[src/rtl/l2_cache_control_pkg.sv]
`default_nettype none
// ---------------------------------------------------------------------------
// Module   : l2_types (package)
// Purpose  : Shared types for the L2 cache controller: FSM state encoding,
//            datapath select encodings and the way-index width.
// Revision : 1.0 - initial release
// ---------------------------------------------------------------------------
package l2_types;

  // Way index width; hit_way, plru_way and way_sel are all this wide.
  localparam int WAY_W = 2;

  typedef enum logic [1:0] {
    ST_IDLE      = 2'd0,
    ST_WRITEBACK = 2'd1,
    ST_ALLOCATE  = 2'd2
  } state_t;

  // Source of the data written into the data array.
  typedef enum logic {
    SRC_WDATA = 1'b0,  // upstream write data
    SRC_PMEM  = 1'b1   // line returned from physical memory
  } data_src_t;

  // Address presented to physical memory.
  typedef enum logic {
    ADDR_REQ    = 1'b0,  // current request address
    ADDR_VICTIM = 1'b1   // victim tag + index (writeback)
  } addr_sel_t;

endpackage
`default_nettype wire

[src/rtl/l2_cache_control_sat_counter.sv]
`default_nettype none
// ---------------------------------------------------------------------------
// Module   : l2_sat_counter
// Purpose  : Up-counter that sticks at all-ones instead of wrapping.
// Ports    : clk, rst (sync, active-high), inc (count enable),
//            count (current value).
// Revision : 1.0 - initial release
// ---------------------------------------------------------------------------
module l2_sat_counter #(
  parameter int WIDTH = 16
) (
  input  logic             clk,
  input  logic             rst,
  input  logic             inc,
  output logic [WIDTH-1:0] count
);

  always_ff @(posedge clk) begin
    if (rst) begin
      count <= '0;
    end else if (inc && (count != '1)) begin
      count <= count + WIDTH'(1);
    end
  end

endmodule
`default_nettype wire

[src/rtl/l2_cache_control.sv]
`default_nettype none
// ---------------------------------------------------------------------------
// Module   : l2_cache_control
// Purpose  : Control FSM for a set-associative write-back L2 cache.
//            Hits complete in the same cycle; misses optionally write back a
//            dirty victim, then allocate the line and replay as a hit.
// Ports    : clk, rst                         - clock, sync active-high reset
//            mem_read/mem_write/mem_resp      - upstream handshake
//            hit/hit_way                      - tag compare result
//            plru_way/victim_dirty            - replacement candidate
//            *_load, valid_in, dirty_in,
//            lru_load, way_sel, data_src,
//            addr_sel                         - datapath controls
//            pmem_read/pmem_write/pmem_resp   - memory handshake
//            hit_count/miss_count             - saturating perf counters
// Revision : 1.0 - initial release
// ---------------------------------------------------------------------------
module l2_cache_control
  import l2_types::*;
#(
  parameter int NUM_WAYS = 4,
  parameter int CNT_W    = 16
) (
  input  logic                clk,
  input  logic                rst,
  input  logic                mem_read,
  input  logic                mem_write,
  output logic                mem_resp,
  input  logic                hit,
  input  logic [WAY_W-1:0]    hit_way,
  input  logic [WAY_W-1:0]    plru_way,
  input  logic                victim_dirty,
  output logic [NUM_WAYS-1:0] valid_load,
  output logic [NUM_WAYS-1:0] dirty_load,
  output logic [NUM_WAYS-1:0] tag_load,
  output logic [NUM_WAYS-1:0] data_load,
  output logic                valid_in,
  output logic                dirty_in,
  output logic                lru_load,
  output logic [WAY_W-1:0]    way_sel,
  output logic                data_src,
  output logic                addr_sel,
  output logic                pmem_read,
  output logic                pmem_write,
  input  logic                pmem_resp,
  output logic [CNT_W-1:0]    hit_count,
  output logic [CNT_W-1:0]    miss_count
);

  state_t           state;
  state_t           next_state;
  logic [WAY_W-1:0] victim;

  logic      req;
  logic      hit_ev;    // IDLE hit being answered this cycle
  logic      miss_ev;   // IDLE miss detected this cycle
  logic      wr_hit;    // write hit: update data + dirty of hit way
  logic      fill;      // memory line returned: load full entry of victim
  data_src_t data_src_e;
  addr_sel_t addr_sel_e;

  // A simultaneous read and write is handled as a write, so only mem_write
  // needs to be looked at once a request is known to be present.
  assign req = mem_read | mem_write;

  // ---------------------------------------------------------------------
  // State and victim registers
  // ---------------------------------------------------------------------
  always_ff @(posedge clk) begin
    if (rst) begin
      state  <= ST_IDLE;
      victim <= '0;
    end else begin
      state <= next_state;
      // Victim is frozen at miss detection so later PLRU movement cannot
      // redirect an in-flight writeback or fill.
      if (miss_ev) begin
        victim <= plru_way;
      end
    end
  end

  // ---------------------------------------------------------------------
  // Next-state and output decode. Everything stays at its default while
  // rst is high, which also keeps the counters from counting.
  // ---------------------------------------------------------------------
  always_comb begin
    next_state = state;
    mem_resp   = 1'b0;
    lru_load   = 1'b0;
    way_sel    = '0;
    pmem_read  = 1'b0;
    pmem_write = 1'b0;
    valid_in   = 1'b0;
    dirty_in   = 1'b0;
    data_src_e = SRC_WDATA;
    addr_sel_e = ADDR_REQ;
    hit_ev     = 1'b0;
    miss_ev    = 1'b0;
    wr_hit     = 1'b0;
    fill       = 1'b0;

    if (!rst) begin
      unique case (state)
        ST_IDLE: begin
          // pmem_resp is deliberately not looked at here.
          if (req) begin
            if (hit) begin
              mem_resp = 1'b1;
              lru_load = 1'b1;
              way_sel  = hit_way;
              hit_ev   = 1'b1;
              if (mem_write) begin
                wr_hit     = 1'b1;
                dirty_in   = 1'b1;
                data_src_e = SRC_WDATA;
              end
            end else begin
              miss_ev    = 1'b1;
              next_state = victim_dirty ? ST_WRITEBACK : ST_ALLOCATE;
            end
          end
        end

        ST_WRITEBACK: begin
          pmem_write = 1'b1;
          addr_sel_e = ADDR_VICTIM;
          way_sel    = victim;
          if (pmem_resp) begin
            next_state = ST_ALLOCATE;
          end
        end

        ST_ALLOCATE: begin
          // Runs to completion even if the upstream request was dropped.
          pmem_read  = 1'b1;
          addr_sel_e = ADDR_REQ;
          way_sel    = victim;
          if (pmem_resp) begin
            fill       = 1'b1;
            valid_in   = 1'b1;
            dirty_in   = 1'b0;
            data_src_e = SRC_PMEM;
            next_state = ST_IDLE;
          end
        end

        default: begin
          next_state = ST_IDLE;
        end
      endcase
    end
  end

  assign data_src = data_src_e;
  assign addr_sel = addr_sel_e;

  // ---------------------------------------------------------------------
  // Per-way strobes: only the way on way_sel is ever written.
  // ---------------------------------------------------------------------
  for (genvar i = 0; i < NUM_WAYS; i++) begin : g_way_strobe
    logic sel;
    assign sel           = (way_sel == WAY_W'(i));
    assign data_load[i]  = (wr_hit | fill) & sel;
    assign dirty_load[i] = (wr_hit | fill) & sel;
    assign tag_load[i]   = fill & sel;
    assign valid_load[i] = fill & sel;
  end

  // ---------------------------------------------------------------------
  // Performance counters
  // ---------------------------------------------------------------------
  l2_sat_counter #(.WIDTH(CNT_W)) u_hit_cnt (
    .clk   (clk),
    .rst   (rst),
    .inc   (hit_ev),
    .count (hit_count)
  );

  l2_sat_counter #(.WIDTH(CNT_W)) u_miss_cnt (
    .clk   (clk),
    .rst   (rst),
    .inc   (miss_ev),
    .count (miss_count)
  );

endmodule
`default_nettype wire

[config.mk]
export PLATFORM = sky130hd
export DESIGN_NAME = l2_cache_control
export DESIGN_NICKNAME = d
export VERILOG_FILES = /design/src/rtl/l2_cache_control_pkg.sv /design/src/rtl/l2_cache_control_sat_counter.sv /design/src/rtl/l2_cache_control.sv
export SDC_FILE = /design/constraint.sdc
export NUM_CORES = 1
export LEC_CHECK = 0
export BUFFER_PORTS_ARGS = -buffer_cell sky130_fd_sc_hd__buf_2
export CAP_MARGIN = 10
export CORE_MARGIN = 4
export CORE_UTILIZATION = 40
export CTS_CLUSTER_DIAMETER = 120
export DETAILED_ROUTE_END_ITERATION = 8
export HOLD_SLACK_MARGIN = 0.06
export PLACE_DENSITY = 0.73
export SLEW_MARGIN = 20
export SYNTH_ARGS = -nofsm -noshare
export SYNTH_HDL_FRONTEND = slang
export SYNTH_SLANG_ARGS = --single-unit
[constraint.sdc]
create_clock -name clk -period 2.9 [get_ports clk]
set_input_delay 0.145 -clock clk [delete_from_list [all_inputs] [get_ports clk]]
set_output_delay 0.145 -clock clk [all_outputs]
set_load 0.01 [all_outputs]
==> results of run 1 <==
-- per-stage QoR --
step | utilization | hold slack (ps) | setup slack (ps) | power (uW)
3_3_place_gp | 0.474 | 333 | 829 | 755
3_5_place_dp | 0.474 | 341 | 739 | 765
4_1_cts | 0.496 | 139 | 561 | 1140
6_report | 0.496 | 150 | 570 | 1120
2_1_floorplan | - | 244 | 883 | 700
5_1_grt | 0.496 | 151 | 299 | 1190
-- cell families (layout without fill, tap and decap cells) --
group	Yosys count	count (layout)	synth area share
adder cells (fa/ha/maj)	6	6	0.0360
buffers and inverters	28	88	0.0719
AND/OR/NAND/NOR	112	112	0.301
AO/OA/AOI/OAI	61	61	0.212
multiplexers	7	7	0.0342
flip-flops	36	36	0.345
-- cell usage in the layout (no fill, tap or decap), drive strengths merged, types with 8 or more instances in the layout --
cell type and instances:
nand3 14, o311ai 8, or4 9, nor2 13, dfxtp 36, clkbuf 8, nand2 24, inv 9
buf 69, a21oi 14, nor3 11
-- power by group through the flow --
stage | registers (uW) | logic (uW) | clock network [uW]
CTS | 531 | 226 | 379
global route | 534 | 251 | 403
floorplan | 542 | 158 | 0
finish | 531 | 224 | 370
global placement | 540 | 215 | 0
detailed placement | 542 | 222 | 0
-- metal layers --
layer / up-vias / part of all wire / global-route usage
met3: 10 / 0.057 / 0.0527
met4: 0 / 0.018 / 0.0608
met2: 51 / 0.47 / 0.283
met1: 1017 / 0.45 / 0.217
met5: - / 0 / 0
li1: 1075 / - / -
-- state kept, by name, summed over array words and instances (netlist names) --
signal            count
u_hit_cnt.count      16
u_miss_cnt.count     16
victim                2
state                 2
-- worst reg2reg max path, cell delays in order, from the launching register on --
cell	delay, ps
dfxtp_1	340
inv_1	90
ha_1	310
o211ai_1	170
or4_1	660
or4_1	430
a21oi_1	130
-- final timing paths --
| path | cells past startpoint | startpoint | endpoint | slack [ps] |
|---|---|---|---|---|
| worst min-delay path | 3 | victim_dirty | state[0] | 150 |
| worst max register to register | 6 | state[0] | u_hit_cnt.count[11] | 710 |
| worst min register to register | 2 | victim[1] | victim[1] | 460 |
| worst max-delay path | 8 | state[0] | tag_load[0] | 570 |
-- layout make-up --
class / instances / area (um2) / share of cell area
multi-input combinational: 186 / 1220 / 0.483
sequential: 36 / 721 / 0.286
timing repair buffer: 71 / 368 / 0.146
clock buffer: 8 / 90.1 / 0.0358
tap: 70 / 87.6 / 0.0348
inverter: 9 / 33.8 / 0.0134
-- timing repair --
| action | in CTS | in global routing |
|---|---|---|
| resized for setup | 0 | 0 |
| hold endpoints to repair | 2 | 0 |
| hold buffers | 2 | 0 |
| endpoints found under the setup margin | 0 | 0 |
| buffers inserted | 0 | 0 |
==> flow_summary.toml, run 1 <==
[clock_tree]
ctsRootBufferMaster = "clkbuf_8"
htreeDepth = 2
cts_tree = "built"
cts.sinks = 36
clk_pin_slew_ps = 70
clock_latency_ps = 290
cts_buffer_depth = 2
cts_buffers = 5

[place]
placed_area_um2 = 2410
gp_congestion = 0.835
placed_cells = 370
port_buffers = 68
dpl.hpwl_um = 3940

[cells_and_area]
num-nets-final = 326
num_antenna_cells = 0
final_cell_area_um2 = 2520
fillers = 527
syn2layout_area_growth_pct = 20.6
stdcell_count = 380
layout-drive-gt1-share = 0.265

[timing]
rsz0062_at_grt = "no"
hold_viol_final = 0
tns_ps = 0
period_needed_ps = 2330
setup_viol = 0
fmax_ghz = 0.429
period_share = 0.804
maxSlewHeadroom = 0.547
worstMarginPinSlew_ps = 673
finalMaxSlewViolations = 0
finClkSkew_ps = 3.43

[drt]
ant_nets = 0
wl_per_cell_um = 14.1
num_vias = 2153
dr.first_iter.drc_count = 105
drcViolationCount = 0
drtPass1Iterations = 4
wl_um = 5370
vias_per_cell = 5.67

[synthesis]
async_reset_ff_frac = 0
synth_edf_count = 0
avgSynthCellArea_um2 = 8.35
seq_area_frac_synth = 0.345
yosys.area.top_type_share = 0.345
syn_nets = 267
yosys.area.top_type = "dfxtp_1"
synth_cells = 250
synth_commonest_cells = "36 x dfxtp_1, 24 x nand2_1, 14 x a21oi_1, 14 x nand3_1, 13 x nor2_1"
syn_area_um2 = 2090
yosysMostFrequentCell = "dfxtp_1"
ys_ff_latch = 36
ys_types = 47
synth_ff_type = "dfxtp_1"
synth.area.top_cells = "dfxtp_1 35%, nand2_1 4.3%, buf_4 4.0%"
yosys_warnings = 0

[critical_path]
cp_common_cell = "inv_1"
crit_family = "compound AO/OA/AOI/OAI gates"
cpMaxStageDelayCell = "dfxtp_1"
crit_chain = "inv_1 > ha_1 > o211a_1 > a22o_1 > nand2_1 > inv_1 > nor3_1 > buf_2"
slowest_delay_ps = 380
cp-start-kind = "flop"
cp-end-kind = "output port"
worstPathRequired_ps = 2760
critPathKind = "flop to output port"
cp_num_buf_inv = 3
arrival_ps = 2190
cp_max_fo = 8

[run]
drv_cap = 0

[power_and_ir_drop]
swShare = 0.294
cellLeakagePower_uw = 0.00110
max-vdd-ir-drop_mv = 0.255
p_switching_uw = 331
power_density_nw_per_um2 = 447
intPower_uw = 794
seqPwrFrac = 0.472
clkPwrFrac = 0.329
combPwrFrac = 0.199

[die]
rows = 26
die_height_um = 80.2
io_pins = 69
start_util = 0.411
die_area_um2 = 6440
core-area_um2 = 5070
die_x_um = 80.2

[global_route]
track_usage = 0.174
grt_pass1_wl_um = 9040
grt_pass1_vias = 2023
antenna_found_initial = 0
grt_max_degree = 27
overflow = 0

[min_path]
hold_path.class = "primary input to flop"

[outcome]
status = "finished, final reports clean"
No activity file was read; power rests on OpenSTA's default activity.
==> inputs of run 2 (changes only) <==
clock period = 2.4 ns   (was 2.9 ns; I/O delays follow)
==> run 2 against run 1 <==
  * Non-clock buffer count unchanged
  * Core utilization up 0.39 points
  * Clock skew down 0.68 ps
  * Clock-buffer cell count unchanged
  * Hold slack worse by 26 ps
  * Routed wire length up 0.78%
  * Clock power up 22%
  * Critical path type is now flop to flop
==> flow_summary.toml, run 2 (synthesis results as in run 1) <==
[timing]
period_share = 0.902
fmax_ghz = 0.462
finClkSkew_ps = 2.75
finalMaxSlewViolations = 0
period_needed_ps = 2170
rsz0062_at_grt = "no"
worst_slack_ps = 235
holdWs_ps = 125
maxSlewHeadroom = 0.537
setup_viol = 0
hold_viol_final = 0
tns_ps = 0
worstMarginPinSlew_ps = 688

[cells_and_area]
num-nets-final = 326
layout-drive-gt1-share = 0.277
layout_common_cells = "68 x buf_2, 36 x dfxtp_1, 24 x nand2_1, 14 x nand3_1, 14 x a21oi_1"
top_regs = "u_hit_cnt.count: 16 flops, u_miss_cnt.count: 16 flops"
fillers = 531
num_antenna_cells = 0
multi_input_area_um2 = 1240
seq_area_um2 = 721
syn2layout_area_growth_pct = 21.5
final_common_cell = "buf_2"

[critical_path]
rrSetupSlack_ps = 230
cp-start-kind = "flop"
rr_startpoint = "state[0]"
cp-end-kind = "flop"
cp-startpoint = "state[0]"
worstPathRequired_ps = 2620
arrival_ps = 2380
cp_max_fo = 8
critPathKind = "flop to flop"

[power_and_ir_drop]
clkPwrFrac = 0.328
p_switching_uw = 410
seqPwrFrac = 0.465
combPwrFrac = 0.207
cellLeakagePower_uw = 0.00110
max-vdd-ir-drop_mv = 0.376
swShare = 0.298
power_density_nw_per_um2 = 543
intPower_uw = 968

[die]
die_height_um = 80.2
die_area_um2 = 6440
die_x_um = 80.2
io_pins = 69
core-area_um2 = 5070
start_util = 0.411
rows = 26

[drt]
drtPass1Iterations = 4
vias_per_cell = 5.68
ant_nets = 0
wl_per_cell_um = 14.2
num_vias = 2159
wl_um = 5410
drcViolationCount = 0
dr.first_iter.drc_count = 106

[place]
port_buffers = 68
pre_cts_slack_ps = 232
dpl.hpwl_um = 3920
gp_congestion = 0.835

[run]
drv_cap = 0

[clock_tree]
cts_tree = "built"
ctsRootBufferMaster = "clkbuf_8"
cts_buffers = 5
clock_latency_ps = 290
clk_pin_slew_ps = 70
cts.sinks = 36
htreeDepth = 2
cts_setup_buffers = 0
cts_buffer_depth = 2

[global_route]
track_usage = 0.176
antenna_found_initial = 0
grt_pass1_vias = 2013
grt_max_degree = 27
grt_pass1_wl_um = 9070
overflow = 0

[min_path]
hold_path.class = "primary input to flop"
hold_start = "victim_dirty"

[outcome]
status = "finished, final reports clean"
==> run 2: per-layer routing <==
metal	vias up	part of all wire	GRT usage	routed length [um]
met3	12	0.069	0.0583	376
met2	76	0.47	0.284	2520
met1	1000	0.45	0.213	2420
li1	1071	-	-	-
met5	-	0	0	0
met4	0	0.017	0.0726	92
==> run 2: path summary, 6_finish.rpt <==
kind                              end  cells past startpoint
setup reg to reg  u_hit_cnt.count[11]                      6
setup / recovery  u_hit_cnt.count[11]                      6
hold / removal               state[0]                      3
hold reg to reg             victim[1]                      2
==> run 2: layout make-up <==
| type | instances | area share |
|---|---|---|
| clock buffers | 8 | 0.0355 |
| inverters | 9 | 0.0133 |
| multi-input cells | 186 | 0.487 |
| flip-flops and latches | 36 | 0.284 |
| well taps | 70 | 0.0345 |
| repair buffers | 71 | 0.145 |
==> run 2: power groups by stage <==
| stage | registers, uW | logic (uW) | clock network [uW] |
|---|---|---|---|
| floorplan | 655 | 191 | 0 |
| global placement | 653 | 259 | 0 |
| detailed placement | 655 | 268 | 0 |
| CTS | 641 | 272 | 469 |
| global route | 646 | 319 | 488 |
| finish | 641 | 285 | 452 |
==> run 2: critical path, cell delays in order (launching register included) <==
cell	delay, ps
dfxtp_1	340
inv_1	90
ha_2	270
o211ai_1	140
or4_1	650
or4_1	430
a21oi_1	160
==> run 2: timing repair <==
| action | 4_1_cts | 5_1_grt |
|---|---|---|
| endpoints found under the setup margin | 0 | 13 |
| hold buffers | 2 | 0 |
| resized for setup | 0 | 4 |
| hold endpoints to repair | 2 | 0 |
==> run 2: per-stage QoR <==
| stage | instance area [um2] | cells | power, uW | util |
|---|---|---|---|---|
| floorplan | 2090 | 250 | 846 | - |
| global placement | 2410 | 370 | 912 | 0.474 |
| detailed placement | 2410 | 370 | 923 | 0.474 |
| CTS | 2520 | 380 | 1380 | 0.496 |
| global route | 2540 | 380 | 1450 | 0.500 |
| finish | 2540 | 380 | 1380 | 0.500 |
==> inputs of run 3 (changes only) <==
CELL_PAD_IN_SITES_DETAIL_PLACEMENT = 1   (was not set)
CELL_PAD_IN_SITES_GLOBAL_PLACEMENT = 2   (was not set)
CORE_UTILIZATION = 28   (was 40)
PLACE_DENSITY = 0.85   (was 0.73)
==> run 3 against run 2 <==
  * Fmax is 1.6% lower
  * Global-route usage decreased by 3.5 points
  * Largest cell class unchanged
  * Combinational power about the same
  * Sequential share of layout area is 0.58 points lower
==> flow_summary.toml, run 3 (synthesis results as in run 1) <==
[die]
rows = 31
core-area_um2 = 7250
io_pins = 69
die_area_um2 = 8900
die_height_um = 94.3
start_util = 0.288
die_x_um = 94.3

[timing]
rsz0062_at_grt = "no"
hold_viol_final = 0
worst_slack_ps = 199
fmax_ghz = 0.454
period_needed_ps = 2200
period_share = 0.917
finClkSkew_ps = 1.44
worstMarginPinSlew_ps = 734
setup_viol = 0
tns_ps = 0
finalMaxSlewViolations = 0
holdWs_ps = 126
maxSlewHeadroom = 0.507

[critical_path]
worstPathRequired_ps = 2280
cp-start-kind = "flop"
cp-startpoint = "state[0]"
critPathKind = "flop to output port"
arrival_ps = 2080
cp-end-kind = "output port"
rr_startpoint = "state[0]"
cp_max_fo = 8

[drt]
ant_nets = 0
num_vias = 2211
wl_um = 6260
drtPass1Iterations = 4
dr.first_iter.drc_count = 57
drcViolationCount = 0
wl_per_cell_um = 15.2
vias_per_cell = 5.38

[place]
placed_area_um2 = 2460
gp_congestion = 0.766
pre_cts_slack_ps = 183
port_buffers = 68
dpl.hpwl_um = 4710

[cells_and_area]
seq_area_um2 = 721
num-nets-final = 329
final_cell_area_um2 = 2590
multi_input_area_um2 = 1220
final_common_cell = "buf_2"
layout-drive-gt1-share = 0.282
fillers = 915
syn2layout_area_growth_pct = 24.0
num_antenna_cells = 0
top_regs = "u_hit_cnt.count: 16 flops, u_miss_cnt.count: 16 flops"
layout_common_cells = "68 x buf_2, 36 x dfxtp_1, 24 x nand2_1, 14 x nand3_1, 14 x a21oi_1"

[clock_tree]
cts_buffer_depth = 2
cts_buffers = 5
htreeDepth = 2
clk_pin_slew_ps = 70
clock_latency_ps = 290
cts_setup_buffers = 0
cts.sinks = 36
cts_tree = "built"
ctsRootBufferMaster = "clkbuf_8"

[global_route]
grt_pass1_wl_um = 10100
overflow = 0
track_usage = 0.141
grt_max_degree = 21
antenna_found_initial = 0
grt_pass1_vias = 2092

[power_and_ir_drop]
max-vdd-ir-drop_mv = 0.192
power_density_nw_per_um2 = 542
cellLeakagePower_uw = 0.00112

[min_path]
hold_start = "victim_dirty"
hold_path.class = "primary input to flop"

[run]
drv_cap = 0

[outcome]
status = "finished, final reports clean"
-- run 3: routing by layer --
layer | wire length, um | vias to the layer above | track usage
li1 | - | 1081 | -
met1 | 2920 | 1073 | 0.180
met2 | 3000 | 51 | 0.236
met3 | 290 | 6 | 0.0382
met4 | 52 | 0 | 0.0313
met5 | 0 | - | 0
-- run 3: power by group --
group	internal, uW	total (uW)	switching, uW
combinational	111	283	172
clock	256	477	221
sequential	619	643	23.8
total	986	1400	417
-- run 3: repair_timing --
item,in CTS,in global routing
gates resized for setup,0,2
endpoints found under the setup margin,0,8
endpoints found under the hold margin,2,0
hold buffers,2,0
-- run 3: through the flow --
stage / cells / power (uW) / util
global placement: 402 / 923 / 0.340
global route: 411 / 1480 / 0.357
CTS: 411 / 1410 / 0.356
floorplan: 250 / 846 / -
detailed placement: 402 / 933 / 0.340
finish: 411 / 1400 / 0.357
-- run 3: path summary, 6_finish.rpt --
| check | end | slack (ps) | cells past startpoint |
|---|---|---|---|
| worst max-delay path | valid_load[0] | 200 | 8 |
| worst min-delay path | state[0] | 130 | 3 |
| worst max register to register | u_hit_cnt.count[11] | 250 | 6 |
| worst min register to register | victim[1] | 470 | 2 |
-- run 3: worst max-delay path, stage by stage, from the launching register on --
cell and delay [ps]:
dfxtp_1 390, inv_1 80, ha_2 240, o211a_1 200
a22o_1 250, nand2_1 150, inv_1 90, nor3_1 210
buf_2 170
-- run 3: layout make-up --
type	instances	area share
clock buffers	7	0.0372
inverters	9	0.0130
multi-input cells	186	0.473
flip-flops and latches	36	0.278
well taps	99	0.0478
repair buffers	74	0.151
